File: src/rtl/mem_ctrl_pkg.sv
// Shared encodings for the IF/MEM byte-bus controller.
package mem_ctrl_pkg;

    typedef enum logic [1:0] {ST_IDLE, ST_READ, ST_WRITE, ST_DONE} state_t;

    localparam logic [1:0]  MEM_LEN_B = 2'd0;
    localparam logic [1:0]  MEM_LEN_H = 2'd1;
    localparam logic [1:0]  MEM_LEN_W = 2'd2;
    localparam logic [31:0] IO_BASE   = 32'h0003_0000;

    // Illegal length code 3 falls through to a full word.
    function automatic logic [2:0] len_bytes(input logic [1:0] len);
        case (len)
            MEM_LEN_B: return 3'd1;
            MEM_LEN_H: return 3'd2;
            default:   return 3'd4;
        endcase
    endfunction

    function automatic logic [3:0] len_mask(input logic [2:0] n);
        logic [4:0] m;
        m = (5'd1 << n) - 5'd1;
        return m[3:0];
    endfunction

endpackage

File: src/rtl/mem_byte_seq.sv
// Byte issue sequencer: walks base..base+N-1 on the bus, tracks which bytes are
// done, rewinds after a paused edge and flags the edge that completes the transfer.
module mem_byte_seq
    import mem_ctrl_pkg::*;
#(
    parameter int ADDR_W = 32
) (
    input  logic              clk_in,
    input  logic              rst_in,
    input  logic              rdy_in,
    input  logic              i_start,
    input  logic              i_wr,
    input  logic              i_abort,
    input  logic [ADDR_W-1:0] i_base,
    input  logic [2:0]        i_len,
    output logic [ADDR_W-1:0] o_ram_a,
    output logic              o_ram_wr,
    output logic              o_cap,
    output logic [1:0]        o_cap_idx,
    output logic [1:0]        o_nxt_idx,
    output logic              o_nxt_vld,
    output logic              o_done
);

    logic              r_act, r_wr, r_ivld, r_pvld;
    logic [ADDR_W-1:0] r_base;
    logic [2:0]        r_len;
    logic [1:0]        r_iss, r_pidx;
    logic [3:0]        r_cmask;

    logic              w_inflight, w_wdone;
    logic [3:0]        w_mask_n;

    // The RAM is free-running: an address presented at an edge is read (or
    // written) regardless of rdy_in; only the controller discards returned data.
    always_comb begin
        w_inflight = r_ivld && !r_wr;
        w_wdone    = r_act && r_wr && o_ram_wr;
        o_cap      = r_act && !r_wr && r_pvld && rdy_in;
        o_cap_idx  = r_pidx;
        w_mask_n   = r_cmask;
        if (o_cap)   w_mask_n[r_pidx] = 1'b1;
        if (w_wdone) w_mask_n[r_iss]  = 1'b1;
        o_done     = r_act && rdy_in && (w_mask_n == len_mask(r_len));
        // Lowest byte neither finished nor already on its way back.
        o_nxt_idx  = 2'd0;
        o_nxt_vld  = 1'b0;
        for (int k = 3; k >= 0; k--) begin
            if (k < int'(r_len) && !w_mask_n[k] && !(w_inflight && r_iss == 2'(k))) begin
                o_nxt_idx = 2'(k);
                o_nxt_vld = 1'b1;
            end
        end
    end

    always_ff @(posedge clk_in or posedge rst_in) begin
        if (rst_in) begin
            r_act    <= 1'b0;
            r_wr     <= 1'b0;
            r_ivld   <= 1'b0;
            r_pvld   <= 1'b0;
            r_base   <= '0;
            r_len    <= 3'd0;
            r_iss    <= 2'd0;
            r_pidx   <= 2'd0;
            r_cmask  <= 4'd0;
            o_ram_a  <= '0;
            o_ram_wr <= 1'b0;
        end else if (i_abort) begin
            r_act    <= 1'b0;
            r_ivld   <= 1'b0;
            r_pvld   <= 1'b0;
            o_ram_wr <= 1'b0;
        end else if (i_start) begin
            r_act    <= 1'b1;
            r_wr     <= i_wr;
            r_base   <= i_base;
            r_len    <= i_len;
            r_iss    <= 2'd0;
            r_ivld   <= 1'b1;
            r_pvld   <= 1'b0;
            r_cmask  <= 4'd0;
            o_ram_a  <= i_base;
            o_ram_wr <= i_wr;
        end else if (r_act) begin
            r_cmask <= w_mask_n;
            r_pidx  <= r_iss;
            r_pvld  <= w_inflight;
            if (o_done) begin
                r_act    <= 1'b0;
                r_ivld   <= 1'b0;
                o_ram_wr <= 1'b0;
            end else begin
                r_ivld <= o_nxt_vld;
                if (o_nxt_vld) begin
                    r_iss   <= o_nxt_idx;
                    o_ram_a <= r_base + ADDR_W'(o_nxt_idx);
                end
                o_ram_wr <= r_wr && o_nxt_vld && rdy_in;
            end
        end
    end

endmodule

File: src/rtl/mem_ctrl.sv
// Byte-bus arbiter between IF fetches and MEM loads/stores; MEM has fixed
// priority. Assembles read bytes little-endian and pulses done for one cycle.
module mem_ctrl
    import mem_ctrl_pkg::*;
#(
    parameter int ADDR_W = 32,
    parameter int DATA_W = 32
) (
    input  logic              clk_in,
    input  logic              rst_in,
    input  logic              rdy_in,
    input  logic              if_req,
    input  logic [ADDR_W-1:0] if_addr,
    input  logic              if_flush,
    output logic              if_done,
    output logic [DATA_W-1:0] if_data,
    input  logic              mem_req,
    input  logic              mem_wr,
    input  logic [1:0]        mem_len,
    input  logic [ADDR_W-1:0] mem_addr,
    input  logic [DATA_W-1:0] mem_wdata,
    output logic              mem_done,
    output logic [DATA_W-1:0] mem_rdata,
    input  logic [7:0]        ram_din,
    output logic [7:0]        ram_dout,
    output logic [ADDR_W-1:0] ram_a,
    output logic              ram_wr
);

    state_t            r_state, w_nstate;
    logic              r_own_if;
    logic [DATA_W-1:0] r_wdata, r_rbuf, w_rbuf_n;

    logic              w_start, w_gnt_mem, w_abort;
    logic              w_cap, w_seq_done, w_nxt_vld;
    logic [1:0]        w_cap_idx, w_nxt_idx;

    always_comb begin
        w_nstate  = r_state;
        w_start   = 1'b0;
        w_gnt_mem = 1'b0;
        w_abort   = 1'b0;
        case (r_state)
            ST_IDLE: begin
                if (rdy_in) begin
                    if (mem_req) begin
                        w_gnt_mem = 1'b1;
                        w_start   = 1'b1;
                        w_nstate  = mem_wr ? ST_WRITE : ST_READ;
                    end else if (if_req && !if_flush) begin
                        w_start  = 1'b1;
                        w_nstate = ST_READ;
                    end
                end
            end
            ST_READ: begin
                if (if_flush && r_own_if) begin
                    w_abort  = 1'b1;
                    w_nstate = ST_IDLE;
                end else if (w_seq_done) begin
                    w_nstate = ST_DONE;
                end
            end
            ST_WRITE: if (w_seq_done) w_nstate = ST_DONE;
            ST_DONE:  if (rdy_in)     w_nstate = ST_IDLE;
            default:  w_nstate = ST_IDLE;
        endcase
    end

    always_comb begin
        w_rbuf_n = r_rbuf;
        if (w_cap) w_rbuf_n[{w_cap_idx, 3'b000} +: 8] = ram_din;
    end

    mem_byte_seq #(.ADDR_W(ADDR_W)) u_seq (
        .clk_in    (clk_in),
        .rst_in    (rst_in),
        .rdy_in    (rdy_in),
        .i_start   (w_start),
        .i_wr      (w_gnt_mem && mem_wr),
        .i_abort   (w_abort),
        .i_base    (w_gnt_mem ? mem_addr : if_addr),
        .i_len     (w_gnt_mem ? len_bytes(mem_len) : 3'd4),
        .o_ram_a   (ram_a),
        .o_ram_wr  (ram_wr),
        .o_cap     (w_cap),
        .o_cap_idx (w_cap_idx),
        .o_nxt_idx (w_nxt_idx),
        .o_nxt_vld (w_nxt_vld),
        .o_done    (w_seq_done)
    );

    always_ff @(posedge clk_in or posedge rst_in) begin
        if (rst_in) begin
            r_state   <= ST_IDLE;
            r_own_if  <= 1'b0;
            r_wdata   <= '0;
            r_rbuf    <= '0;
            ram_dout  <= 8'd0;
            if_done   <= 1'b0;
            mem_done  <= 1'b0;
            if_data   <= '0;
            mem_rdata <= '0;
        end else begin
            r_state <= w_nstate;
            if (w_start) begin
                r_own_if <= !w_gnt_mem;
                r_wdata  <= mem_wdata;
                r_rbuf   <= '0;
                ram_dout <= mem_wdata[7:0];
            end else begin
                if (w_cap) r_rbuf <= w_rbuf_n;
                if (r_state == ST_WRITE && w_nxt_vld)
                    ram_dout <= r_wdata[{w_nxt_idx, 3'b000} +: 8];
            end
            // A paused DONE cycle keeps the pulse up along with the state.
            if (!(r_state == ST_DONE && !rdy_in)) begin
                if_done  <= w_seq_done && r_own_if;
                mem_done <= w_seq_done && !r_own_if;
            end
            if (w_seq_done && r_own_if) if_data <= w_rbuf_n;
            if (w_seq_done && !r_own_if && r_state == ST_READ) mem_rdata <= w_rbuf_n;
        end
    end

endmodule
File: config.mk
export PLATFORM = sky130hd
export DESIGN_NAME = mem_ctrl
export DESIGN_NICKNAME = d
export VERILOG_FILES = /design/src/rtl/mem_ctrl_pkg.sv /design/src/rtl/mem_byte_seq.sv /design/src/rtl/mem_ctrl.sv
export SDC_FILE = /design/constraint.sdc
export NUM_CORES = 1
export LEC_CHECK = 0
export ABC_AREA = 1
export CAP_MARGIN = 20
export CORE_ASPECT_RATIO = 0.75
export CORE_MARGIN = 2
export CORE_UTILIZATION = 58
export CTS_BUF_LIST = sky130_fd_sc_hd__clkbuf_2
export CTS_CLUSTER_SIZE = 20
export DETAILED_ROUTE_END_ITERATION = 10
export GPL_TIMING_DRIVEN = 0
export PLACE_DENSITY = 0.88
export RECOVER_POWER = 50
export SKIP_CTS_REPAIR_TIMING = 1
export SLEW_MARGIN = 0
export SYNTH_ARGS = -nofsm -noshare
export SYNTH_HDL_FRONTEND = slang
export SYNTH_SLANG_ARGS = --single-unit
export TNS_END_PERCENT = 1
File: constraint.sdc
create_clock -name clk_in -period 17.6 [get_ports clk_in]
set_input_delay 3.52 -clock clk_in [delete_from_list [all_inputs] [get_ports clk_in]]
set_output_delay 3.52 -clock clk_in [all_outputs]
set_load 0.02 [all_outputs]
* After elaboration in Yosys (flattened, before gate mapping)
Cells that the tools add are included.
** Storage, ports and cells
- Memories :: 0
- ROM bits :: 0
- Output and inout bits :: 107
- Input port bits :: 113
- Memory bits (writable) :: 0
- Register bits after elaboration :: 221
- Word-level logic and storage cells :: 174
- Bits in latches :: 0
** Operators by class
- Order comparisons :: 8
- Divide/modulo/power cells :: 0
- Multipliers :: 0
- Bitwise logic cells :: 4
- Shift operators :: 4
- Equality and inequality tests :: 12
- Reductions and logical operators :: 58
- Mux-type cells :: 65
- $add $sub $neg :: 3
** Operator list (number)
- $mux 32 :: 8
- $add 32x2->32 :: 1
- $bwmux 32 :: 1
- $logic_and 1x1->1 :: 32
- $shift 8x7->32 const A :: 1
- $shiftx 32x6->8 :: 1
- $shiftx 8x7->32 :: 1
- $mux 1 :: 30
- $mux 2 :: 15
- $mux 4 :: 4
- $mux 8 :: 2
- $logic_not 1->1 :: 13
- $eq 2x2->1 const B :: 4
- $or 4x4->4 :: 2
- $pmux 2 s4 :: 1
- $reduce_bool 2->1 :: 4
- $neg 5->7 :: 1
- $eq 2x1->1 const B :: 3
- $logic_not 2->1 :: 3
- $lt 1x3->1 const A :: 2
- $lt 2x3->1 const A :: 2
- $lt 2x3->1 const B :: 2
- $pmux 3 s2 :: 1
- $reduce_and 3->1 :: 2
- other kinds (13) :: 18

* Logic depth before layout (Yosys ltp)
Gate-level depths: netlist of the first run.
- Depth in word-level cells :: 21
- Gate-level depth with buffers :: 22
- Gate-level depth less buffers :: 22

* By module
Synthesis of the first run repeated with hierarchy kept, for this count alone.
** Second synthesis, totals
- Cells, all modules :: 1521
- Area total of the unflattened synthesis :: 11255.8 um^2
** By module, submodules not included
- mem_ctrl :: instances 1, area each 6527.5 um^2, cells an instance 854, sequential area each 3528.4 um^2
- mem_byte_seq :: instances 1, area each 4728.3 um^2, cells an instance 667, sequential area each 2001.9 um^2

* Least setup slack after synthesis of the first run
No wires, ideal clock.
- Kind :: input-to-reg
- Start :: input rdy_in
- End :: register u_seq.o_ram_a[30]
- Data arrival time :: 6130 ps
- Data required time :: 17476 ps
- Setup time :: 124 ps
- Setup slack :: 11346 ps
- Path buffers :: 1
- Stages :: 20
- Cells stage by stage :: nand2_2 -> inv_1 -> nand3_1 -> nand3_2 -> nor2_2 -> nand3_1 -> nand2_2 -> nand2_2 -> buf_2 -> inv_1 -> ha_1 -> fa_1 -> nand3_1 -> nor2_1 -> nand2_1 -> nor3_1 -> nand2_1 -> xor2_1 -> a21boi_0 -> o21ai_2
** On the way
- Longest elaborated chain between the ends :: 16
- Elaborated cells on any way between the ends :: 41
- Those cells by class :: 1 x add/sub; 2 x eq/ne; 19 x mux; 1 x bitwise; 18 x reduce/logical
** RTL lines
- start: declaration :: line mem_ctrl.sv:11 : input logic rdy_in,
- $logic_and 1x1->1 :: line mem_byte_seq.sv:39 : o_cap = r_act && !r_wr && r_pvld && rdy_in;
- $mux 4 :: line mem_byte_seq.sv:42 : if (o_cap) w_mask_n[r_pidx] = 1'b1;
- $or 4x4->4 (no source line)
- $mux 4 :: line mem_byte_seq.sv:43 : if (w_wdone) w_mask_n[r_iss] = 1'b1;
- $logic_not 1->1 :: line mem_byte_seq.sv:49 : if (k < int'(r_len) && !w_mask_n[k] && !(w_inflight && r_iss == 2'(k))) begin
- $logic_and 1x1->1 (2 in series) :: line mem_byte_seq.sv:49
- $mux 2 (4 in series) :: line mem_byte_seq.sv:49
- $add 32x2->32 :: line mem_byte_seq.sv:97 : o_ram_a <= r_base + ADDR_W'(o_nxt_idx);
- $mux 32 :: line mem_byte_seq.sv:95 : if (o_nxt_vld) begin
- $mux 32 :: line mem_byte_seq.sv:89 : if (o_done) begin
- $mux 32 :: line mem_byte_seq.sv:85 : end else if (r_act) begin
- $mux 32 :: line mem_byte_seq.sv:74 : end else if (i_start) begin
- end signal: assignment :: line mem_byte_seq.sv:83 : o_ram_a <= i_base;
- end signal: assignment :: line mem_byte_seq.sv:97
- end: declaration :: line mem_byte_seq.sv:16 : output logic [ADDR_W-1:0] o_ram_a,
Several ways; a longest one is shown, not always the timed one. The select of a mux whose other input is x is not followed.
A chain may end at the register's enable or synchronous reset.

* Worst setup path in the final report of the first run
Same ends and word-level chain as after synthesis.

==> out/results.tsv, run 1 <==
stage	metric	value	unit
sta	fin_crit	7.35	ns
worst_setup_path	worstPathArrival	8.07	ns
finish	nFillCells	1478	
die	top_level_ports	220	
power	p_leak	6.72	nW
logic_synthesis	synthCells	1381	
route	drtIter0Drc	1075	
clock_network	clock_sinks	221	
route	wl	32.5	mm
worst_setup_path	setup.worst_path.class	in2reg	
worst_setup_path	end_kind	flip-flop	
logic_synthesis	yosysSeqAreaShare	0.500	
logic_synthesis	synth-edff-count	0	
min_path	hp-start	u_seq.o_ram_a[28]$_DFFE_PP0P_	
power	fin_total_pwr	2.09	mW
sta	maxSlewViolCount	108	
route	routedWlPerCell	16.8	µm
clock_network	htreeDepth	2	
route	via_per_inst	5.53	
run_status	outcome	complete, but fails checks	
logic_synthesis	synth_area	11100	µm²
grt	overflow	0	
die	floorplan.initialDensity	0.595	
logic_synthesis	post-synth-top-area-cell	dfrtp_1	
logic_synthesis	synth_ff_type	dfrtp_1	
sta	finalCritPeriodShare	0.418	
clock_network	cts_buffers	51	
power	irDropWorstVdd	0.102	mV
worst_setup_path	setup.worst_path.start	rdy_in	
route	drtAntennaViolNets	0	
place	portBuffers	219	
run_status	failed_checks	capacitance limit, slew limit	
logic_synthesis	ys_top_cells_by_area	dfrtp_1 50%, nand2_1 15%, o21ai_0 5.2%	
route	drc	0	
grt	antenna_found_initial	0	
grt	grt_max_degree	115	
die	die_area	20200	µm²
worst_setup_path	timing.rr.start	u_seq.o_cap_idx[0]$_DFFE_PP0P_	
run	cap_violations	1	
logic_synthesis	yosys_register_bits	221	
min_path	hp-class	reg2reg	
die	coreArea	18600	µm²
sta	fmaxAchievable	0.136	GHz
die	rows	43	
sta	grt_setup_unrepaired	false	
place	dp_slack	9.86	ns
logic_synthesis	syn_avg_cell_area	8.00	µm²
logic_synthesis	ys_types	44	
clock_network	root_buffer	clkbuf_2	
sta	tightest_slew	4.88	ns
min_path	hold_depth	2	
clock_network	clkLatencyLatePin	0.84	ns
finish	mostFrequentLayoutCells	450 x nand2_1, 221 x dfrtp_1, 217 x clkdlybuf4s50_1	
finish	drive_above_1_share	0.0912	
power	power.density	150	nW/µm²
die	die_h	124	µm
finish	post-route-util	0.747	
finish	n_antenna_cell	0	
worst_setup_path	rr_worst_depth	20	
route	drt_pass1_iterations	6	
grt	grt_pass1_wl	51.5	mm
finish	final_common_cell	nand2_1	
worst_setup_path	cp-start-kind	input port	
worst_setup_path	crit_required	18.32	ns
worst_setup_path	cp_max_fo	10	
die	die_w	163	µm
logic_synthesis	yosys_warnings	0	
clock_network	clock_path_buffers	3	
place	hpwl	24.4	mm
sta	timing.final.ws_setup	10.25	ns
place	routabilityCongestion	0.993	
sta	finClkSkew	0.0440	ns
sta	hold_violations	0	
sta	max_slew_margin	-2.27	
clock_network	cts_tree	done	
grt	grt_pass1_vias	10079	
logic_synthesis	async_flop_share	1.00	
sta	setup_violations	0	
finish	synthToLayoutAreaGrowth	25.5	%
route	vias	10709	
finish	fin_area	13900	µm²
logic_synthesis	syn_nets	1506	
grt	grt_usage	0.329	
place	dpl-instance-area	13600	µm²
logic_synthesis	synth.top_cell.area_share	0.500	
sta	tns	0	ns
clock_network	path_clk_slew	0.11	ns
finish	nNetsFinal	1779	
state kept, by name, indices dropped and copies added (netlist names):
name	cells
r_wdata	32
r_state	2
mem_rdata	32
u_seq.r_wr	1
u_seq.r_ivld	1
if_done	1
ram_dout	8
u_seq.o_ram_a	32
u_seq.r_cmask	4
u_seq.r_len	3
u_seq.r_base	32
u_seq.o_ram_wr	1
u_seq.r_pvld	1
u_seq.o_cap_idx	2
u_seq.r_iss	2
if_data	32
r_rbuf	32
mem_done	1
u_seq.r_act	1
r_own_if	1
worst max-delay path: stages:
cell,delay (ns)
dlygate4sd3_1,0.67
nand2_2,0.09
nor3_1,0.59
nand2_2,0.14
nand4_2,0.30
nand2_2,0.18
buf_2,0.22
inv_1,0.10
ha_1,0.18
fa_1,0.25
nand3_1,0.21
nor2_1,0.23
nand2_1,0.13
nor3_1,0.52
nand2_1,0.22
xor2_1,0.19
a21boi_0,0.21
o21ai_2,0.08
Yosys cell counts, types with 10 or more instances:
cell type  instances
nand2_1          449
dfrtp_1          221
inv_1            146
o21ai_0          115
nor2_1            94
nand3_1           70
o21ai_2           48
o21ai_1           30
nor3_1            29
clkbuf_1          20
a21oi_1           18
buf_6             14
ha_1              11
xor2_1            11
a21boi_0          10
a31oi_1           10
buf_1             10
buf_2             10
cell type report:
type                            count  area [µm²]  area share
Buffer                             57         282      0.0203
Clock buffer                       69         345      0.0249
Clock inverter                     18        77.6     0.00559
Inverter                          155         583      0.0420
Multi-Input combinational cell    948        4520       0.326
Sequential cell                   221        5530       0.399
Tap cell                          247         309      0.0223
Timing Repair Buffer              220        2220       0.160
per-layer routing:
metal,wire (µm),up-vias,GRT usage
li1,-,4979,-
met1,14500,5083,0.491
met4,687,0,0.108
met5,0,-,0
met2,13800,588,0.471
met3,3590,59,0.0812
cell families after synthesis:
group / after synthesis / share of synthesized area
AO/OA/AOI/OAI: 245 / 0.135
multiplexers: 5 / 0.00453
buffers and inverters: 212 / 0.0830
adder cells (fa/ha/maj): 12 / 0.0143
flip-flops: 221 / 0.500
AND/OR/NAND/NOR: 674 / 0.253
XOR/XNOR: 12 / 0.00951
through the flow:
step,hold slack (ns),cells
4_1_cts,0.491,1935
5_1_grt,0.518,1935
3_3_place_gp,0.465,1847
6_report,0.494,1935
3_5_place_dp,0.470,1848
2_1_floorplan,0.455,1381
path summary, 6_finish.rpt:
| path | slack [ns] | endpoint |
|---|---|---|
| hold reg to reg | 0.49 | u_seq.o_ram_a[28]$_DFFE_PP0P_ |
| setup / recovery | 10.25 | u_seq.o_ram_a[30]$_DFFE_PP0P_ |
| setup reg to reg | 12.82 | u_seq.o_ram_a[27]$_DFFE_PP0P_ |
| min in group asynchronous | 4.65 | mem_rdata[8]$_DFFE_PP0P_ |
| max in group asynchronous | 10.79 | u_seq.o_ram_a[18]$_DFFE_PP0P_ |
| hold / removal | 0.49 | u_seq.o_ram_a[28]$_DFFE_PP0P_ |
report_power, final:
group	switching [mW]	total, mW	internal [mW]
Clock	0.207	0.314	0.107
Combinational	0.660	1.02	0.359
Sequential	0.0962	0.753	0.657
Power figures use the tool's default switching activity.
==> inputs of run 2 (changes only) <==
--- a/config.mk
+++ b/config.mk
@@ -9,12 +9,12 @@
 export CAP_MARGIN = 20
 export CORE_ASPECT_RATIO = 0.75
 export CORE_MARGIN = 2
-export CORE_UTILIZATION = 58
+export CORE_UTILIZATION = 54
 export CTS_BUF_LIST = sky130_fd_sc_hd__clkbuf_2
 export CTS_CLUSTER_SIZE = 20
 export DETAILED_ROUTE_END_ITERATION = 10
 export GPL_TIMING_DRIVEN = 0
-export PLACE_DENSITY = 0.88
+export PLACE_DENSITY = 0.83
 export RECOVER_POWER = 50
 export SKIP_CTS_REPAIR_TIMING = 1
 export SLEW_MARGIN = 0
==> constraint.sdc (replaced) <==
create_clock -name clk_in -period 7.6 [get_ports clk_in]
set_input_delay 1.52 -clock clk_in [delete_from_list [all_inputs] [get_ports clk_in]]
set_output_delay 1.52 -clock clk_in [all_outputs]
set_load 0.02 [all_outputs]
==> out/results.tsv, run 2 (synthesis gave the netlist of run 1 again) <==
stage	metric	value	unit
sta	tightest_slew	4.17	ns
route	drtIter0Drc	990	
place	routabilityCongestion	0.967	
worst_setup_path	rr_endpoint	u_seq.o_ram_a[31]$_DFFE_PP0P_	
worst_setup_path	worstPathArrival	6.21	ns
clock_network	cts_buffers	53	
worst_setup_path	end_kind	flip-flop	
run_status	failed_checks	capacitance limit, slew limit	
route	wl	32.2	mm
grt	grt_pass1_vias	9999	
finish	synthToLayoutAreaGrowth	26.2	%
route	drc	0	
grt	grt_max_degree	129	
die	floorplan.initialDensity	0.548	
sta	finClkSkew	0.0480	ns
run_status	outcome	complete, but fails checks	
grt	grt_usage	0.299	
clock_network	cts_tree	done	
sta	finalCritPeriodShare	0.729	
die	die_h	128	µm
min_path	hp-class	reg2reg	
worst_setup_path	max_stage_delay	0.68	ns
clock_network	htreeDepth	2	
worst_setup_path	rr_worst_depth	21	
grt	antenna_found_initial	1	
worst_setup_path	reg2reg_slack	2.65	ns
sta	fmaxAchievable	0.180	GHz
die	top_level_ports	220	
power	p_leak	6.77	nW
die	coreArea	20200	µm²
die	rows	45	
sta	hold_violations	0	
clock_network	clkLatencyLatePin	0.82	ns
worst_setup_path	setup.worst_path.class	in2reg	
sta	fin_crit	5.54	ns
clock_network	clock_sinks	221	
power	irDropWorstVdd	0.252	mV
run	cap_violations	1	
sta	hold_slack	0.496	ns
finish	nNetsFinal	1781	
die	die_w	169	µm
finish	final_common_cell	nand2_1	
min_path	hold_depth	2	
route	drtAntennaViolNets	0	
clock_network	path_clk_slew	0.11	ns
grt	overflow	0	
sta	maxSlewViolCount	94	
sta	max_slew_margin	-1.80	
worst_setup_path	slowest_stage	dlygate4sd3_1	
finish	fin_area	13900	µm²
sta	grt_setup_unrepaired	false	
route	vias	10487	
place	portBuffers	219	
worst_setup_path	critPathTopFamily	simple AND/OR/NAND/NOR gates	
route	via_per_inst	5.36	
clock_network	root_buffer	clkbuf_2	
min_path	hp-start	u_seq.o_ram_a[25]$_DFFE_PP0P_	
worst_setup_path	crit_buf_inv	3	
worst_setup_path	cp-start-kind	input port	
power	power.density	354	nW/µm²
clock_network	clock_path_buffers	3	
sta	tns	0	ns
finish	mostFrequentLayoutCells	450 x nand2_1, 221 x dfrtp_1, 216 x clkdlybuf4s50_1	
place	dpl-instance-area	13600	µm²
sta	setup_violations	0	
die	die_area	21600	µm²
place	hpwl	24.2	mm
worst_setup_path	cpMostUsedCell	nand2_2	
route	drt_pass1_iterations	6	
route	routedWlPerCell	16.4	µm
min_path	worstHoldEndpoint	u_seq.o_ram_a[25]$_DFFE_PP0P_	
finish	drive_above_1_share	0.0919	
worst_setup_path	timing.rr.start	u_seq.o_cap_idx[0]$_DFFE_PP0P_	
worst_setup_path	cp_max_fo	10	
worst_setup_path	path_cells	dlygate4sd3_1 -> nand2_2 -> nor3_1 -> nand2_2 -> nand4_2 -> nand2_2 -> buf_2 -> inv_1 -> ha_1 -> fa_1 -> nand3_1 -> nor2_1 -> nand2_1 -> nor3_1 -> nand2_1 -> xor2_1 -> a21boi_0 -> o21ai_2	
power	fin_total_pwr	4.94	mW
worst_setup_path	crit_required	8.27	ns
grt	grt_pass1_wl	51.3	mm
run 2: cell types whose count changed in the layout (fill, tap and decap cells not counted), moves of 3 or more:
cell	delta
clkinv_2	-5
clkinv_1	+4
o21ai_2	-3
o21ai_0	+4
clkbuf_2	+10
run 2: where the power goes:
| part | switching [mW] | internal (mW) |
|---|---|---|
| registers | 0.215 | 1.52 |
| logic | 1.54 | 0.827 |
| clock network | 0.490 | 0.345 |
| total | 2.25 | 2.69 |
run 2: area by class of cell:
type / instances / area [µm²]
antenna: 1 / 2.50
buffer: 57 / 274
clock buffer: 79 / 395
clock inverter: 18 / 120
fill: 1691 / 6210
inverter: 155 / 583
multi-input combinational: 948 / 4500
sequential: 221 / 5530
tap: 258 / 323
timing repair buffer: 220 / 2220
run 2: worst min-delay path, delay by kind of cell (launching register included):
kind               cells  cell delay, ns
AOI/OAI and AO/OA      1            0.06
DFF                    1            0.35
and+or+nand+nor        1            0.05
run 2: how the worst max path moves through the flow:
| stage | start | end | slack [ns] | cells past startpoint |
|---|---|---|---|---|
| after global routing | rdy_in | u_seq.o_ram_a[30]$_DFFE_PP0P_ | 1.93 | 18 |
| after CTS | rdy_in | u_seq.o_ram_a[30]$_DFFE_PP0P_ | 2.59 | 21 |
| after floorplan | rst_in | if_data[0]$_DFFE_PP0P_ | 0.03 | 1 |
| after detailed placement | rdy_in | u_seq.o_ram_a[30]$_DFFE_PP0P_ | 1.76 | 21 |
| final | rdy_in | u_seq.o_ram_a[30]$_DFFE_PP0P_ | 2.06 | 18 |
| after global placement | rst_in | u_seq.o_ram_a[18]$_DFFE_PP0P_ | -2.72 | 2 |
run 2: per-layer routing:
| metal | wire, µm | global-route usage | part of all wire | vias to the layer above |
|---|---|---|---|---|
| li1 | - | - | - | 4991 |
| met1 | 15500 | 0.467 | 0.48 | 4946 |
| met2 | 13100 | 0.412 | 0.41 | 504 |
| met3 | 3050 | 0.0704 | 0.095 | 46 |
| met4 | 528 | 0.0870 | 0.016 | 0 |
| met5 | 0 | 0 | 0 | - |
run 2: per-stage QoR:
| stage | instances | utilization | worst slack (ns) |
|---|---|---|---|
| after floorplan | 1381 | - | 0.0306 |
| after global placement | 1858 | 0.673 | -2.72 |
| after detailed placement | 1859 | 0.675 | 1.76 |
| after CTS | 1956 | 0.700 | 2.59 |
| after global routing | 1957 | 0.692 | 1.93 |
| final | 1957 | 0.692 | 2.06 |
